## config.mk

```make
export PLATFORM = sky130hd
export DESIGN_NAME = cnn_acc_requant
export DESIGN_NICKNAME = d
export VERILOG_FILES = /design/src/rtl/cnn_acc_requant_pkg.sv /design/src/rtl/cnn_requant_round_sat.sv /design/src/rtl/cnn_acc_requant.sv
export SDC_FILE = /design/constraint.sdc
export NUM_CORES = 1
export LEC_CHECK = 0
export BUFFER_PORTS_ARGS = -buffer_cell sky130_fd_sc_hd__buf_4
export CORE_UTILIZATION = 40
export DETAILED_ROUTE_END_ITERATION = 16
export HOLD_SLACK_MARGIN = 0.02
export PLACE_DENSITY = 0.61
export SKIP_CTS_REPAIR_TIMING = 1
export SLEW_MARGIN = 25
export SYNTH_ARGS = -nofsm -noshare
export SYNTH_HDL_FRONTEND = slang
export SYNTH_SLANG_ARGS = --single-unit
```

## constraint.sdc

```tcl
create_clock -name ap_clk -period 3.95 [get_ports ap_clk]
set_clock_uncertainty 0.05 [all_clocks]
set_input_delay 0.1975 -clock ap_clk [delete_from_list [all_inputs] [get_ports ap_clk]]
set_output_delay 0.1975 -clock ap_clk [all_outputs]
set_load 0.01 [all_outputs]
```

## src/rtl/cnn_acc_requant_pkg.sv

```systemverilog
// Shared types and width constants for the conv accumulate/requantize stage.
package cnn_acc_requant_pkg;

  localparam int unsigned PROD_WIDTH = 24;
  localparam int unsigned ACC_WIDTH  = 32;
  localparam int unsigned OUT_WIDTH  = 10;

  localparam logic signed [OUT_WIDTH-1:0] OUT_MAX = {1'b0, {(OUT_WIDTH-1){1'b1}}};
  localparam logic signed [OUT_WIDTH-1:0] OUT_MIN = {1'b1, {(OUT_WIDTH-1){1'b0}}};

  typedef enum logic [1:0] {
    ACC   = 2'd0,
    ROUND = 2'd1,
    OUT   = 2'd2
  } state_t;

  // Requantized activation plus clamp flag.
  typedef struct packed {
    logic                        sat;
    logic signed [OUT_WIDTH-1:0] data;
  } rq_result_t;

endpackage

```

## src/rtl/cnn_requant_round_sat.sv

```systemverilog
// Combinational round-half-up, arithmetic shift, optional ReLU and clamp to
// the output activation range.
module cnn_requant_round_sat
  import cnn_acc_requant_pkg::*;
#(
  parameter int unsigned FRAC_SHIFT = 8,
  parameter int unsigned RELU       = 1
) (
  input  logic signed [ACC_WIDTH-1:0] acc,
  output rq_result_t                  res_c
);

  // One guard bit so adding the rounding half never wraps.
  localparam int unsigned EXT_WIDTH = ACC_WIDTH + 1;
  localparam logic signed [EXT_WIDTH-1:0] HALF   = EXT_WIDTH'(1) << (FRAC_SHIFT - 1);
  localparam logic signed [EXT_WIDTH-1:0] OUT_HI = EXT_WIDTH'(OUT_MAX);
  localparam logic signed [EXT_WIDTH-1:0] OUT_LO = EXT_WIDTH'(OUT_MIN);

  logic signed [EXT_WIDTH-1:0] ext_c;
  logic signed [EXT_WIDTH-1:0] shr_c;

  // Round, shift, then ReLU (not flagged) or clamp (flagged).
  always_comb begin
    ext_c = {acc[ACC_WIDTH-1], acc} + HALF;
    shr_c = ext_c >>> FRAC_SHIFT;
    res_c = '0;
    if ((RELU != 0) && shr_c[EXT_WIDTH-1]) begin
      res_c.data = '0;
      res_c.sat  = 1'b0;
    end else if (shr_c > OUT_HI) begin
      res_c.data = OUT_MAX;
      res_c.sat  = 1'b1;
    end else if (shr_c < OUT_LO) begin
      res_c.data = OUT_MIN;
      res_c.sat  = 1'b1;
    end else begin
      res_c.data = shr_c[OUT_WIDTH-1:0];
      res_c.sat  = 1'b0;
    end
  end

endmodule

```

## src/rtl/cnn_acc_requant.sv

```systemverilog
// Accumulates a group of signed products plus bias, then requantizes the sum
// to the next layer's activation format with a valid/ready output.
module cnn_acc_requant
  import cnn_acc_requant_pkg::*;
#(
  parameter int unsigned FRAC_SHIFT = 8,
  parameter int unsigned RELU       = 1
) (
  input  logic                         ap_clk,
  input  logic                         ap_rst,
  input  logic                         in_valid,
  output logic                         in_ready,
  input  logic signed [PROD_WIDTH-1:0] in_data,
  input  logic                         in_last,
  input  logic signed [ACC_WIDTH-1:0]  bias,
  output logic                         out_valid,
  input  logic                         out_ready,
  output logic signed [OUT_WIDTH-1:0]  out_data,
  output logic                         out_sat
);

  localparam int unsigned SUM_WIDTH = ACC_WIDTH + 1;
  localparam logic signed [ACC_WIDTH-1:0] ACC_MAX = {1'b0, {(ACC_WIDTH-1){1'b1}}};
  localparam logic signed [ACC_WIDTH-1:0] ACC_MIN = {1'b1, {(ACC_WIDTH-1){1'b0}}};

  state_t                      state;
  logic                        first;
  logic                        acc_sat;
  logic signed [ACC_WIDTH-1:0] acc;
  logic signed [ACC_WIDTH-1:0] acc_base_c;
  logic signed [ACC_WIDTH-1:0] acc_next_c;
  logic signed [SUM_WIDTH-1:0] sum_c;
  logic                        ovf_c;
  logic                        beat_c;
  rq_result_t                  rq_c;

  assign beat_c = in_valid && in_ready;

  // Saturating add of the product onto bias (first beat) or running sum.
  always_comb begin
    acc_base_c = first ? bias : acc;
    sum_c      = {acc_base_c[ACC_WIDTH-1], acc_base_c}
               + {{(SUM_WIDTH-PROD_WIDTH){in_data[PROD_WIDTH-1]}}, in_data};
    ovf_c      = sum_c[SUM_WIDTH-1] != sum_c[SUM_WIDTH-2];
    acc_next_c = sum_c[ACC_WIDTH-1:0];
    if (ovf_c) begin
      acc_next_c = sum_c[SUM_WIDTH-1] ? ACC_MIN : ACC_MAX;
    end
  end

  cnn_requant_round_sat #(
    .FRAC_SHIFT (FRAC_SHIFT),
    .RELU       (RELU)
  ) u_round_sat (
    .acc   (acc),
    .res_c (rq_c)
  );

  // Group FSM; in_ready is registered alongside state so it always equals (state == ACC).
  always_ff @(posedge ap_clk) begin
    if (ap_rst) begin
      state     <= ACC;
      first     <= 1'b1;
      acc       <= '0;
      acc_sat   <= 1'b0;
      in_ready  <= 1'b1;
      out_valid <= 1'b0;
      out_data  <= '0;
      out_sat   <= 1'b0;
    end else begin
      case (state)
        ACC: begin
          if (beat_c) begin
            acc     <= acc_next_c;
            acc_sat <= (!first && acc_sat) || ovf_c;
            first   <= 1'b0;
            if (in_last) begin
              state    <= ROUND;
              in_ready <= 1'b0;
            end
          end
        end
        ROUND: begin
          out_data  <= rq_c.data;
          out_sat   <= rq_c.sat || acc_sat;
          out_valid <= 1'b1;
          state     <= OUT;
        end
        OUT: begin
          if (out_ready) begin
            out_valid <= 1'b0;
            first     <= 1'b1;
            in_ready  <= 1'b1;
            state     <= ACC;
          end
        end
        default: begin
          state     <= ACC;
          first     <= 1'b1;
          in_ready  <= 1'b1;
          out_valid <= 1'b0;
        end
      endcase
    end
  end

endmodule

```

Word level (Yosys, flattened, before mapping). Index checks and enable logic that the tools add are counted.

Input port bits: 61. Output and inout port bits: 13. Register bits: 49.

Equality and inequality tests: 6. Add/sub/neg operators: 2. Reductions and logical operators: 11. Muxes and demuxes: 18. Order comparisons: 2. Bitwise gates (word level): 2.

Operator list (count): $mux 32 (3); $add 32x24->33 (1); $add 32x9->33 const B (1); $mux 11 (3); $gt 25x10->1 const B (1); $lt 25x10->1 const B (1); $pmux 1 s3 (3); $mux 2 (3); $ne 2x2->1 const B (3); $pmux 2 s3 (1); $reduce_and 3->1 (2); $mux 1 (5); $reduce_and 2->1 (2); $reduce_and 4->1 (1); $eq 2x1->1 const B (1); $eq 2x2->1 const B (1); $logic_and 1x1->1 (2); $logic_not 2->1 (1); $logic_or 1x1->1 (2); $not 1->1 (2); $logic_not 1->1 (1); $ne 1x1->1 (1).

Logic depth before layout (Yosys ltp). Gate-level depths: netlist of run 1.

Depth in word-level cells: 6. Mapped depth: 16. Gate-level depth less buffers: 14.

Cells and area by module. From an unflattened synthesis of run 1, not the netlist that was laid out.

Cells, all modules: 579. Area, all modules: 4724.5 um^2.

Modules (own cells, without submodules): cnn_acc_requant (cells an instance 489, instances 1, sequential area each 980.9 um^2, area an instance 4098.9 um^2); cnn_requant_round_sat (cells an instance 90, instances 1, sequential area each 0.0 um^2, area an instance 625.6 um^2).

Least setup slack after synthesis of run 1. No wires, ideal clock.

Path kind: register -> register. Start point: register first. End point: register acc_sat. Stages on the path, launching flop included: 16. Period minus slack after synthesis: 3.778 ns. Required time: 3.772 ns. Setup slack: 0.172 ns. Setup time: 0.128 ns. Buffers on the path: 3. Data arrival time: 3.600 ns. Cell sequence: dfxtp_1 clkbuf_1 buf_1 mux2_2 ha_1 a21o_1 a31o_1 or3b_1 a211oi_2 o31ai_1 a21oi_2 xnor2_2 buf_2 nand2_1 a32oi_1 nor2_1.

Longest elaborated chain between the ends: 4. Elaborated cells on any way between the ends: 6. Classes of those cells: add/sub (1); eq/ne (1); mux (1); reduce/logical (3).

Ends and longest elaborated chain: from (decl) (RTL line cnn_acc_requant.sv:27) `logic first;`; from (signal assigned) (RTL line cnn_acc_requant.sv:63) `first <= 1'b1;`; from (signal assigned) (RTL line cnn_acc_requant.sv:76) `first <= 1'b0;`; from (signal assigned) (RTL line cnn_acc_requant.sv:92) `first <= 1'b1;`; $mux 32 (RTL line cnn_acc_requant.sv:41) `acc_base_c = first ? bias : acc;`; $add 32x24->33 (RTL line cnn_acc_requant.sv:43) `+ {{(SUM_WIDTH-PROD_WIDTH){in_data[PROD_WIDTH-1]}}, in_data};`; $ne 1x1->1 (RTL line cnn_acc_requant.sv:44) `ovf_c = sum_c[SUM_WIDTH-1] != sum_c[SUM_WIDTH-2];`; $logic_or 1x1->1 (*) (RTL line cnn_acc_requant.sv:75) `acc_sat <= (!first && acc_sat) || ovf_c;`; to (signal assigned) (RTL line cnn_acc_requant.sv:75); to (decl) (RTL line cnn_acc_requant.sv:28) `logic acc_sat;`.

Every way passes the cells marked *; elsewhere a longest branch is shown, timed or not. A chain may end at the register's enable or synchronous reset.

Worst setup path after layout of run 1.
Start point: register first. End point: register acc[20].

Longest elaborated chain between the ends: 4. Elaborated cells on any way between the ends: 5. Classes of those cells: add/sub (1); eq/ne (1); mux (3).

Ends and longest elaborated chain: $mux 32 (*) (RTL line cnn_acc_requant.sv:41); $add 32x24->33 (*) (RTL line cnn_acc_requant.sv:43); $mux 32 or $ne 1x1->1 (tied branches) (RTL line cnn_acc_requant.sv:47, cnn_acc_requant.sv:44); $mux 32 (*) (RTL line cnn_acc_requant.sv:46) `if (ovf_c) begin`; to (signal assigned) (RTL line cnn_acc_requant.sv:74) `acc <= acc_next_c;`; to (decl) (RTL line cnn_acc_requant.sv:29) `logic signed [ACC_WIDTH-1:0] acc;`.

Marked as above.

==> results of run 1 <==
[critical path, cell delays in order, from the launching register on]
cell and delay [ns]:
dfxtp_1 0.38, buf_12 0.21, mux2_2 0.35, ha_1 0.36, o21ai_1 0.11, a211o_1 0.32
o21bai_2 0.22, a211oi_2 0.12, o31ai_1 0.29, a21oi_2 0.12, buf_4 0.17, buf_4 0.14
xnor2_2 0.43, a21oi_1 0.13, a211oi_1 0.24
[cell usage after synthesis (12+ instances only)]
master	count	area, um^2
nand3_1	15	75.1
a211oi_1	33	248
o21ai_0	29	145
ha_1	33	413
mux2_2	29	327
a21o_1	17	128
nand2_1	35	131
o21ai_1	23	115
xor2_1	17	149
inv_1	12	45.0
a21oi_1	67	335
clkbuf_1	24	90.1
xnor2_1	24	210
dfxtp_1	49	981
nor2_1	67	251
nor3_1	12	60.1
[worst paths after layout]
path | start | endpoint | slack [ns] | cells after the start
hold / removal | out_ready | in_ready | 0.11 | 3
hold reg to reg | out_data[9] | out_data[9] | 0.43 | 1
setup reg to reg | first | acc[20] | 0.21 | 14
setup / recovery | first | acc[20] | 0.21 | 14
[layer usage]
| metal | track usage | vias up |
|---|---|---|
| met3 | 0.0190 | 3 |
| met1 | 0.329 | 2143 |
| met4 | 0.0362 | 0 |
| met5 | 0 | - |
| li1 | - | 2379 |
| met2 | 0.365 | 102 |
[cell families (layout without fill, tap and decap cells)]
logic type               count (synthesis)  count (layout)  share of synthesized area
AND/OR/NAND/NOR                        175             175                      0.181
multiplexers                            30              30                     0.0724
XOR/XNOR                                43              44                     0.0842
adder cells (fa/ha/maj)                 39              39                      0.105
AO/OA/AOI/OAI                          220             220                      0.305
flip-flops                              49              49                      0.211
buffers and inverters                   47             123                     0.0414
[flip-flops by register name, summed over array words and instances (netlist names)]
register and cells:
acc 32, acc_sat 1, first 1, in_ready 1, out_data 10, out_sat 1, out_valid 1, state 2
[power by group through the flow]
stage	sequential (mW)	combinational (mW)	clock, mW
after floorplan	0.621	0.873	0
after global placement	0.651	1.17	0
after detailed placement	0.652	1.19	0
after CTS	0.641	1.20	0.500
after global routing	0.652	1.37	0.525
final	0.643	1.25	0.496
[layout make-up]
type                            count  share of cell area
Clock inverter                      3             0.00767
Tap cell                          143              0.0313
Timing Repair Buffer              103               0.142
Clock buffer                        5              0.0219
Inverter                           12             0.00789
Multi-Input combinational cell    508               0.618
Sequential cell                    49               0.172
==> summary.md, run 1 <==
| Metric | Value |
|---|---|
| Run status | complete, no violations |
| Max-cap violations | 0 |
| Count of placed standard cells in the final layout, fillers left out | 823 |
| Uppermost signal routing layer after detailed routing | met4 |
| Fmax | 0.268 GHz |
| Number of enable flip-flop cells after synthesis | 0 |
| Clock tree from TritonCTS | built |
| I/O pin total | 74 |
| DIE HEIGHT | 110 um |
| Wire length per cell | 16.0 um |
| Power density over cell area | 418 nW/um^2 |
| Finished layout cell area | 5710 um^2 |
| Worst-case headroom to the max-slew limit | 0.476 |
| Async SR Flop Fraction | 0 |
| Maximum number of pins on one net before global-route repair | between 40 and 50 |
| Pre-CTS setup slack | a little over 0.09 ns |
| Root Driver | clkbuf_16 |
| Syn Nets | 698 |
| Routability cong. | around 0.87 |
| Share of layout cells above drive strength 1 | 0.244 |
| Average size of a mapped cell | around 7.7 um^2 |
| Initial DRC count | 252 |
| Measured slew at the worst slew-check pin | approximately 0.78 ns |
| Per-cell via count in the routed design | approximately 5.6 |
| Proportion of power drawn by combinational gates | 0.523 |
| GRT Overall Usage | 0.226 |
| Type of the worst min-delay path | primary input to flop |
| Most frequent cells in the layout | buf_4, nor2_1, a21oi_1, dfxtp_1, nand2_1 |
| Switching power total | roughly 960 uW |
| Std cell rows | 39 |
| Endpoint required time on the critical path | 4.10 ns |
| Htree depth | 2 |
| Setup crit end kind | flop |
| Fin. Hold Viols | 0 |
| Total grt overflow | 0 |
| Number of flip-flops and latches in the synthesized netlist | just under 50 |
| Total negative slack for setup checks | 0 ns |
| Critical path class | flop to flop |
| Area after DPL | 5460 um^2 |
| Combined area of the multi-input logic cells | between 3000 and 4000 um^2 |
| Final Total Pwr | roughly 2.4 mW |
| Worst voltage drop across the vdd grid | approximately 0.2 mV |
| Final cell utilization of the core | 0.502 |
| Detail Route met2 WL | roughly 6000 um |
| TritonCTS Sinks | 49 |
| Area grow syn2layout | 22.8% |
| Post-DP HPWL | approximately 10000 um |
| Setup slack after layout | roughly 0.21 ns |
| Share of power burned in registers | 0.270 |
| Min Hold Slack | about 0.11 ns |
| Post-Route WL | between 10000 and 15000 um |
| PortBufs | 73 |
| Arrival time of the worst setup path | 3.89 ns |
| Total Nets Final | about 770 |
| Number of distinct library cells after synthesis | 65 |
| Layout fillers | 1124 |
| Cell Count Post-Placement | 810 |
| M1 wire length | 6440 um |
| Antenna violations before repair | 1 |
| Cells after Synth | 603 |
| Antenna cell count | 0 |
| First-pass DRT Iterations | 4 |
| Net switching share of the total power | 0.402 |
| Number of buffers added by the clock tree synthesis step | 5 |
| Horizontal die dimension | 110 um |
| YS warnings | 0 |
| Via count | 4627 |
| Wire length of the first global-routing pass | 21500 um |
| Clock share of power | 0.208 |
| Post-Synthesis Cell Area | 4650 um^2 |
| Most common cell after layout, fill and taps aside | buf_4 |
| Final setup viols | 0 |
| Share of the clock period used by the worst path | 0.946 |
| Static Leakage | ~2.5 nW |
| Maximum net fanout on the critical path | 23 |
| Post-layout min period | approximately 3.7 ns |
| DRC | 0 |
| Synth Flop Type | dfxtp_1 |
| Int Pwr | 1.43 mW |
| Initial cell density of the core | 0.409 |
| Placeable core area | 11400 um^2 |
| Number of global-route vias before repair | 4291 |
| Area enclosed by the die boundary | around 12000 um^2 |
| Share of the yosys chip area belonging to registers | 0.211 |
| Number of nets still failing antenna checks after routing | 0 |
| Clock transition time at the flip-flop clock pins of the worst setup and hold paths | 0.07 ns |
| Critical Path Source Type | flop |
| Clk buf depth | 2 |
| Met3 layer wire length in the routed design | 607 um |
| Pins over their slew limit | 0 |
| Storage cell area | between 900 and 1000 um^2 |
| Worst skew pair latency | 0.29 ns |
Power figures use the tool's default switching activity.
==> inputs of run 2 (changes only) <==
- ABC_AREA: unset -> 1
==> run 2 against run 1 <==
  * Non-clock buffer count down 27
  * Setup slack better by 0.28 ns
  * Die area up 6.0%
  * Synthesized area up 6.1%
  * Flip-flop and latch count unchanged
  * First-iteration DRC count up 57%
  * Via count up 17%
  * Sequential power up 2%
  * Clock power down 17%
  * Combinational power down 8%
  * Synthesized cell count up 34%
==> summary.md, run 2 <==
| Metric | Value |
|---|---|
| Area contributors post-synth | dfxtp_1, nand2_1, a21oi_1 (was dfxtp_1, ha_1, a21oi_1) |
| Antenna violations before repair | 0 (was 1) |
| Worst skew pair latency | 0.29 ns (about the same) |
| Post-DP HPWL | 13500 um (was 10100 um) |
| Setup crit end kind | flop (unchanged) |
| Total negative slack for setup checks | 0 ns (unchanged) |
| Area after DPL | 5580 um^2 (was 5460 um^2) |
| Clock transition time at the flip-flop clock pins of the worst setup and hold paths | 0.06 ns (was 0.07 ns) |
| Std cell rows | 40 (was 39) |
| Static Leakage | 2.70 nW (was 2.45 nW) |
| Register ranked first by flip-flop count | acc (unchanged) |
| Number of global-route vias before repair | 5080 (was 4291) |
| Arrival time of the worst setup path | 3.57 ns (was 3.89 ns) |
| Async SR Flop Fraction | 0 (unchanged) |
| Most frequent cells in the layout | nand2_1, a21oi_1, o21ai_0, nor2_1, buf_4 (was buf_4, nor2_1, a21oi_1, dfxtp_1, nand2_1) |
| Htree depth | 2 (unchanged) |
| Maximum net fanout on the critical path | 32 (was 23) |
| Placeable core area | 12000 um^2 (was 11400 um^2) |
| Post-layout min period | 3.46 ns (was 3.74 ns) |
| Critical path class | flop to flop (unchanged) |
| Synth Flop Type | dfxtp_1 (unchanged) |
| Antenna cell count | 0 (unchanged) |
| First-pass DRT Iterations | 6 (was 4) |
| Min Hold Slack | 0.157 ns (was 0.115 ns) |
| Root Driver | clkbuf_16 (unchanged) |
| Top flop regs | acc x32, out_data x10, state x2 (unchanged) |
| DIE HEIGHT | 113 um (was 110 um) |
| Power density over cell area | 390 nW/um^2 (was 418 nW/um^2) |
| Number of distinct library cells after synthesis | 36 (was 65) |
| Final setup viols | 0 (unchanged) |
| Count leader, synth | nand2_1 |
| Number of nets still failing antenna checks after routing | 0 (unchanged) |
| Max reg flops | 32 (unchanged) |
| Fmax | 0.289 GHz (was 0.268 GHz) |
| Count of placed standard cells in the final layout, fillers left out | 1018 (was 823) |
| Worst voltage drop across the vdd grid | 0.223 mV (was 0.205 mV) |
| Setup slack after layout | 0.490 ns (was 0.212 ns) |
| GRT Overall Usage | 0.258 (was 0.226) |
| Cell Count Post-Placement | 1011 (was 810) |
| Type of the worst min-delay path | primary input to flop (unchanged) |
| Max-cap violations | 0 (unchanged) |
| Endpoint required time on the critical path | 4.06 ns (was 4.10 ns) |
| Initial DRC count | 395 (was 252) |
| Most common cell after layout, fill and taps aside | nand2_1 (was buf_4) |
| Share of the clock period used by the worst path | 0.876 (was 0.946) |
| Area share of the largest cell type after synthesis | 0.199 (was 0.211) |
| Pre-CTS setup slack | 0.553 ns (was 0.0934 ns) |
| Post-Route WL | 16300 um (was 13100 um) |
| Average size of a mapped cell | 6.09 um^2 (was 7.71 um^2) |
| I/O pin total | 74 (unchanged) |
| YS warnings | 0 (unchanged) |
| Cell taking the most area after synthesis | dfxtp_1 (unchanged) |
| Clock tree from TritonCTS | built (unchanged) |
| Final Total Pwr | 2.23 mW (was 2.39 mW) |
| Area enclosed by the die boundary | 12800 um^2 (was 12100 um^2) |
| Fin. Hold Viols | 0 (unchanged) |
| TritonCTS Sinks | 49 (unchanged) |
| Initial cell density of the core | 0.411 (was 0.409) |
| Per-cell via count in the routed design | 5.33 (was 5.62) |
| Setup repair after global routing missed its margin | false |
| Share of the yosys chip area belonging to registers | 0.199 (was 0.211) |
| Finished layout cell area | 5720 um^2 (was 5710 um^2) |
| Total Nets Final | 966 (was 774) |
| PortBufs | 73 (unchanged) |
| Area grow syn2layout | 15.8% (was 22.8%) |
| Final cell utilization of the core | 0.476 (was 0.502) |
| Number of enable flip-flop cells after synthesis | 0 (unchanged) |
| Measured slew at the worst slew-check pin | 0.867 ns (was 0.784 ns) |
| Number of buffers added by the clock tree synthesis step | 5 (unchanged) |
| Pins over their slew limit | 0 (unchanged) |
| Clk buf depth | 2 (unchanged) |
| Wire length of the first global-routing pass | 25800 um (was 21500 um) |
| Via count | 5423 (was 4627) |
| Total grt overflow | 0 (unchanged) |
| Top cell types by occurrence after synthesis | nand2_1, a21oi_1, o21ai_0, nor2_1, inv_1 (was a21oi_1, nor2_1, dfxtp_1, nand2_1) |
| Routability cong. | 0.925 (was 0.872) |
| Cells after Synth | 810 (was 603) |
| Horizontal die dimension | 113 um (was 110 um) |
| Post-Synthesis Cell Area | 4930 um^2 (was 4650 um^2) |
| DRC | 0 (unchanged) |
| Share of layout cells above drive strength 1 | 0.139 (was 0.244) |
| Maximum number of pins on one net before global-route repair | 35 (was 42) |
| Wire length per cell | 16.0 um (about the same) |
| Number of flip-flops and latches in the synthesized netlist | 49 (unchanged) |
| Syn Nets | 905 (was 698) |
| Run status | complete, no violations (unchanged) |
| Critical Path Source Type | flop (unchanged) |
| Worst-case headroom to the max-slew limit | 0.422 (was 0.476) |
## run 2: cell count changes after synthesis, moves of 9 or more
cell      delta
clkbuf_1     -9
mux2_2      -17
xnor2_1     -15
o21ai_1     -21
a21o_1       -9
a211oi_1    -33
nand2_2      +9
nor2_1      +10
a21oi_1     +28
inv_1       +58
o21ai_0     +53
nand3_1     +21
nand2_1    +198
## run 2: power breakdown
part / switching, mW / total (mW) / leakage [nW] / internal (mW)
Clock: 0.182 / 0.414 / 0.0701 / 0.232
Sequential: 0.0930 / 0.659 / 0.404 / 0.566
Combinational: 0.743 / 1.15 / 2.22 / 0.412
Total: 1.02 / 2.23 / 2.70 / 1.21
## run 2: cell families after synthesis
| family | after synthesis | synth area share |
|---|---|---|
| adder cells (fa/ha/maj) | 34 | 0.0877 |
| buffers and inverters | 92 | 0.0761 |
| AO/OA/AOI/OAI | 205 | 0.221 |
| XOR/XNOR | 32 | 0.0568 |
| multiplexers | 12 | 0.0274 |
| AND/OR/NAND/NOR | 386 | 0.332 |
| flip-flops | 49 | 0.199 |
## run 2: path summary, 6_finish.rpt
kind          startpoint          end  slack [ns]  cells after the start
min               ap_rst  out_data[0]        0.16                      2
max                first       acc[7]        0.49                     14
min reg2reg  out_data[9]  out_data[9]        0.39                      2
max reg2reg        first       acc[7]        0.49                     14
## run 2: layout make-up
cell class                 count  area (um^2)
multi-input combinational    669         3580
tap                          147          184
inverter                      70          263
timing repair buffer          76          571
fill                        1282         6290
sequential                    49          982
clock inverter                 2         13.8
clock buffer                   5          125
## run 2: per-layer routing
layer | GRT usage | share of wire
met1 | 0.365 | 0.48
met2 | 0.423 | 0.46
met3 | 0.0193 | 0.043
met4 | 0.0640 | 0.015
met5 | 0 | 0
## run 2: critical path, stage by stage (launching register included)
cell and delay (ns):
dfxtp_2 0.62, buf_4 0.37, o21ai_0 0.20, ha_1 0.40, a21oi_1 0.22, o21ai_0 0.19
nand2_1 0.10, nand3_1 0.09, a21oi_1 0.24, nand2_1 0.12, nand2_1 0.08, nand2_2 0.08
a21oi_4 0.11, buf_4 0.33, a21oi_1 0.11
==> inputs of run 3 (changes only) <==
- CTS_CLUSTER_DIAMETER: unset -> 60
- PLACE_DENSITY: 0.61 -> 0.63
==> run 3 against run 2 <==
  * First-iteration DRC count shrank 23%
  * Non-clock buffer count is 1 higher
  * Design area is 0.66% higher
  * Highest routed layer unchanged
==> summary.md, run 3 (synthesis results as in run 2) <==
| Metric | Value |
|---|---|
| Reg2Reg Capture Point | acc[2] (was acc[7]) |
| Fmax | 0.320 GHz (was 0.289 GHz) |
| Combined area of the multi-input logic cells | 3580 um^2 (unchanged) |
| Pins over their slew limit | 0 (unchanged) |
| Per-cell via count in the routed design | 5.14 (was 5.33) |
| I/O pin total | 74 (unchanged) |
| Register ranked first by flip-flop count | acc (unchanged) |
| Via count | 5242 (was 5423) |
| Min-Delay Path Depth | 2 (unchanged) |
| Min-delay src | ap_rst (unchanged) |
| TritonCTS Sinks | 49 (unchanged) |
| Number of nets still failing antenna checks after routing | 0 (unchanged) |
| Clock transition time at the flip-flop clock pins of the worst setup and hold paths | 0.07 ns (was 0.06 ns) |
| Routability cong. | 0.939 (was 0.925) |
| Capture endpoint of the worst hold path | out_data[0] (unchanged) |
| GRT Overall Usage | 0.234 (was 0.258) |
| Clk buf depth | 2 (unchanged) |
| Finished layout cell area | 5750 um^2 (was 5720 um^2) |
| First-pass DRT Iterations | 5 (was 6) |
| Arrival time of the worst setup path | 3.23 ns (was 3.57 ns) |
| Standard cell with the maximum stage delay on the critical path | ha_1 (was dfxtp_2) |
| Measured slew at the worst slew-check pin | 0.877 ns (was 0.867 ns) |
| Area enclosed by the die boundary | 12800 um^2 (unchanged) |
| Endpoint required time on the critical path | 4.06 ns (about the same) |
| Initial DRC count | 305 (was 395) |
| Min Hold Slack | 0.141 ns (was 0.157 ns) |
| Area grow syn2layout | 16.6% (was 15.8%) |
| Static Leakage | 2.71 nW (was 2.70 nW) |
| Area after DPL | 5590 um^2 (was 5580 um^2) |
| Worst voltage drop across the vdd grid | 0.196 mV (was 0.223 mV) |
| Final setup viols | 0 (unchanged) |
| Reg-to-reg setup timing slack | 0.83 ns (was 0.49 ns) |
| Maximum net fanout on the critical path | 35 (was 32) |
| Worst-case headroom to the max-slew limit | 0.414 (was 0.422) |
| Worst skew pair latency | 0.28 ns (was 0.29 ns) |
| Setup slack after layout | 0.826 ns (was 0.490 ns) |
| Cell type group with the largest total delay on the critical path | compound AO/OA/AOI/OAI gates (unchanged) |
| Share of layout cells above drive strength 1 | 0.141 (was 0.139) |
| Run status | complete, no violations (unchanged) |
| PortBufs | 73 (unchanged) |
| DRC | 0 (unchanged) |
| Number of buffers added by the clock tree synthesis step | 5 (unchanged) |
| DIE HEIGHT | 113 um (unchanged) |
| Htree depth | 2 (unchanged) |
| Root Driver | clkbuf_16 (unchanged) |
| Critical Path Source Type | flop (unchanged) |
| Std cell rows | 40 (unchanged) |
| Ordered list of cells on the worst path | buf_4, o21ai_0, ha_1, a21oi_1, o21ai_0, nand2_1, nand3_1, a21oi_1, nand2_1, nand2_1, nand2_2, a21oi_4, buf_4, a21oi_1 (unchanged) |
| Placeable core area | 12000 um^2 (unchanged) |
| Worst reg-to-reg path cell count | 14 (unchanged) |
| Top flop regs | acc x32, out_data x10, state x2 (unchanged) |
| Wire length per cell | 14.4 um (was 16.0 um) |
| Post-Route WL | 14700 um (was 16300 um) |
| Max reg flops | 32 (unchanged) |
| Maximum number of pins on one net before global-route repair | 36 (was 35) |
| Initial cell density of the core | 0.411 (unchanged) |
| Critical path class | flop to flop (unchanged) |
| Post-layout min period | 3.12 ns (was 3.46 ns) |
| Antenna violations before repair | 0 (unchanged) |
| Type of the worst min-delay path | primary input to flop (unchanged) |
| Power density over cell area | 394 nW/um^2 (was 390 nW/um^2) |
| Share of the clock period used by the worst path | 0.791 (was 0.876) |
| Source of the worst register-to-register timing path | first (unchanged) |
| Horizontal die dimension | 113 um (unchanged) |
| Layout fillers | 1337 (was 1282) |
| Most common cell after layout, fill and taps aside | nand2_1 (unchanged) |
| Setup repair after global routing missed its margin | false (unchanged) |
| Delay contributed by the slowest stage of the critical path | 0.37 ns (was 0.62 ns) |
| Setup crit end kind | flop (unchanged) |
| Max-cap violations | 0 (unchanged) |
| Final cell utilization of the core | 0.479 (was 0.476) |
| Total grt overflow | 0 (unchanged) |
| Total negative slack for setup checks | 0 ns (unchanged) |
| Total Nets Final | 967 (was 966) |
| Storage cell area | 982 um^2 (unchanged) |
| Worst path buffer plus inverter count | 2 (unchanged) |
| Pre-CTS setup slack | 0.842 ns (was 0.553 ns) |
| Post-DP HPWL | 12200 um (was 13500 um) |
| Antenna cell count | 0 (unchanged) |
| Wire length of the first global-routing pass | 23900 um (was 25800 um) |
| Fin. Hold Viols | 0 (unchanged) |
| Clock tree from TritonCTS | built (unchanged) |
| Number of global-route vias before repair | 4921 (was 5080) |
| Most frequent cells in the layout | nand2_1, a21oi_1, o21ai_0, nor2_1, buf_4 (unchanged) |
[run 3: cell count changes in the layout (fill, tap and decap cells not counted)]
cell / previous run / this run
bufinv_16: 0 / 1
buf_4: 76 / 77
[run 3: how the worst max path moves through the flow]
stage                from      end  slack (ns)  depth (start not counted)
floorplan           first   acc[5]         1.0                         15
global placement    first  acc[30]        0.91                         16
detailed placement  first   acc[2]        0.84                         16
CTS                 first   acc[2]        0.83                         16
global route        first   acc[3]        0.49                         16
finish              first   acc[2]        0.83                         14
[run 3: layout make-up]
class,count,area share
multi-input combinational,669,0.622
sequential,49,0.171
timing repair buffer,77,0.100
inverter,70,0.0457
tap,147,0.0320
clock buffer,5,0.0217
clock inverter,3,0.00761
[run 3: where the power goes]
part	switching, mW	total (mW)	internal [mW]
registers	0.0849	0.651	0.566
clock network	0.187	0.487	0.300
logic	0.716	1.13	0.413
total	0.987	2.27	1.28
[run 3: through the flow]
stage / total power, mW / cells
after detailed placement: 1.78 / 1012
final: 2.27 / 1020
after global placement: 1.78 / 1012
after CTS: 2.26 / 1020
after floorplan: 1.47 / 810
after global routing: 2.44 / 1020
[run 3: worst reg2reg max path, delay by kind of cell (launching register included)]
| family | cells | cell delay, ns |
|---|---|---|
| compound gates | 6 | 1.16 |
| fa+ha+maj | 1 | 0.37 |
| buf+inv | 2 | 0.62 |
| flops | 1 | 0.33 |
| simple gates | 5 | 0.46 |
[run 3: per-layer routing]
layer	share of wire	vias to the layer above	wire, um	track usage
li1	-	2798	-	-
met1	0.50	2303	7280	0.344
met2	0.44	123	6460	0.372
met3	0.047	18	686	0.0139
met4	0.018	0	260	0.0553
met5	0	-	0	0
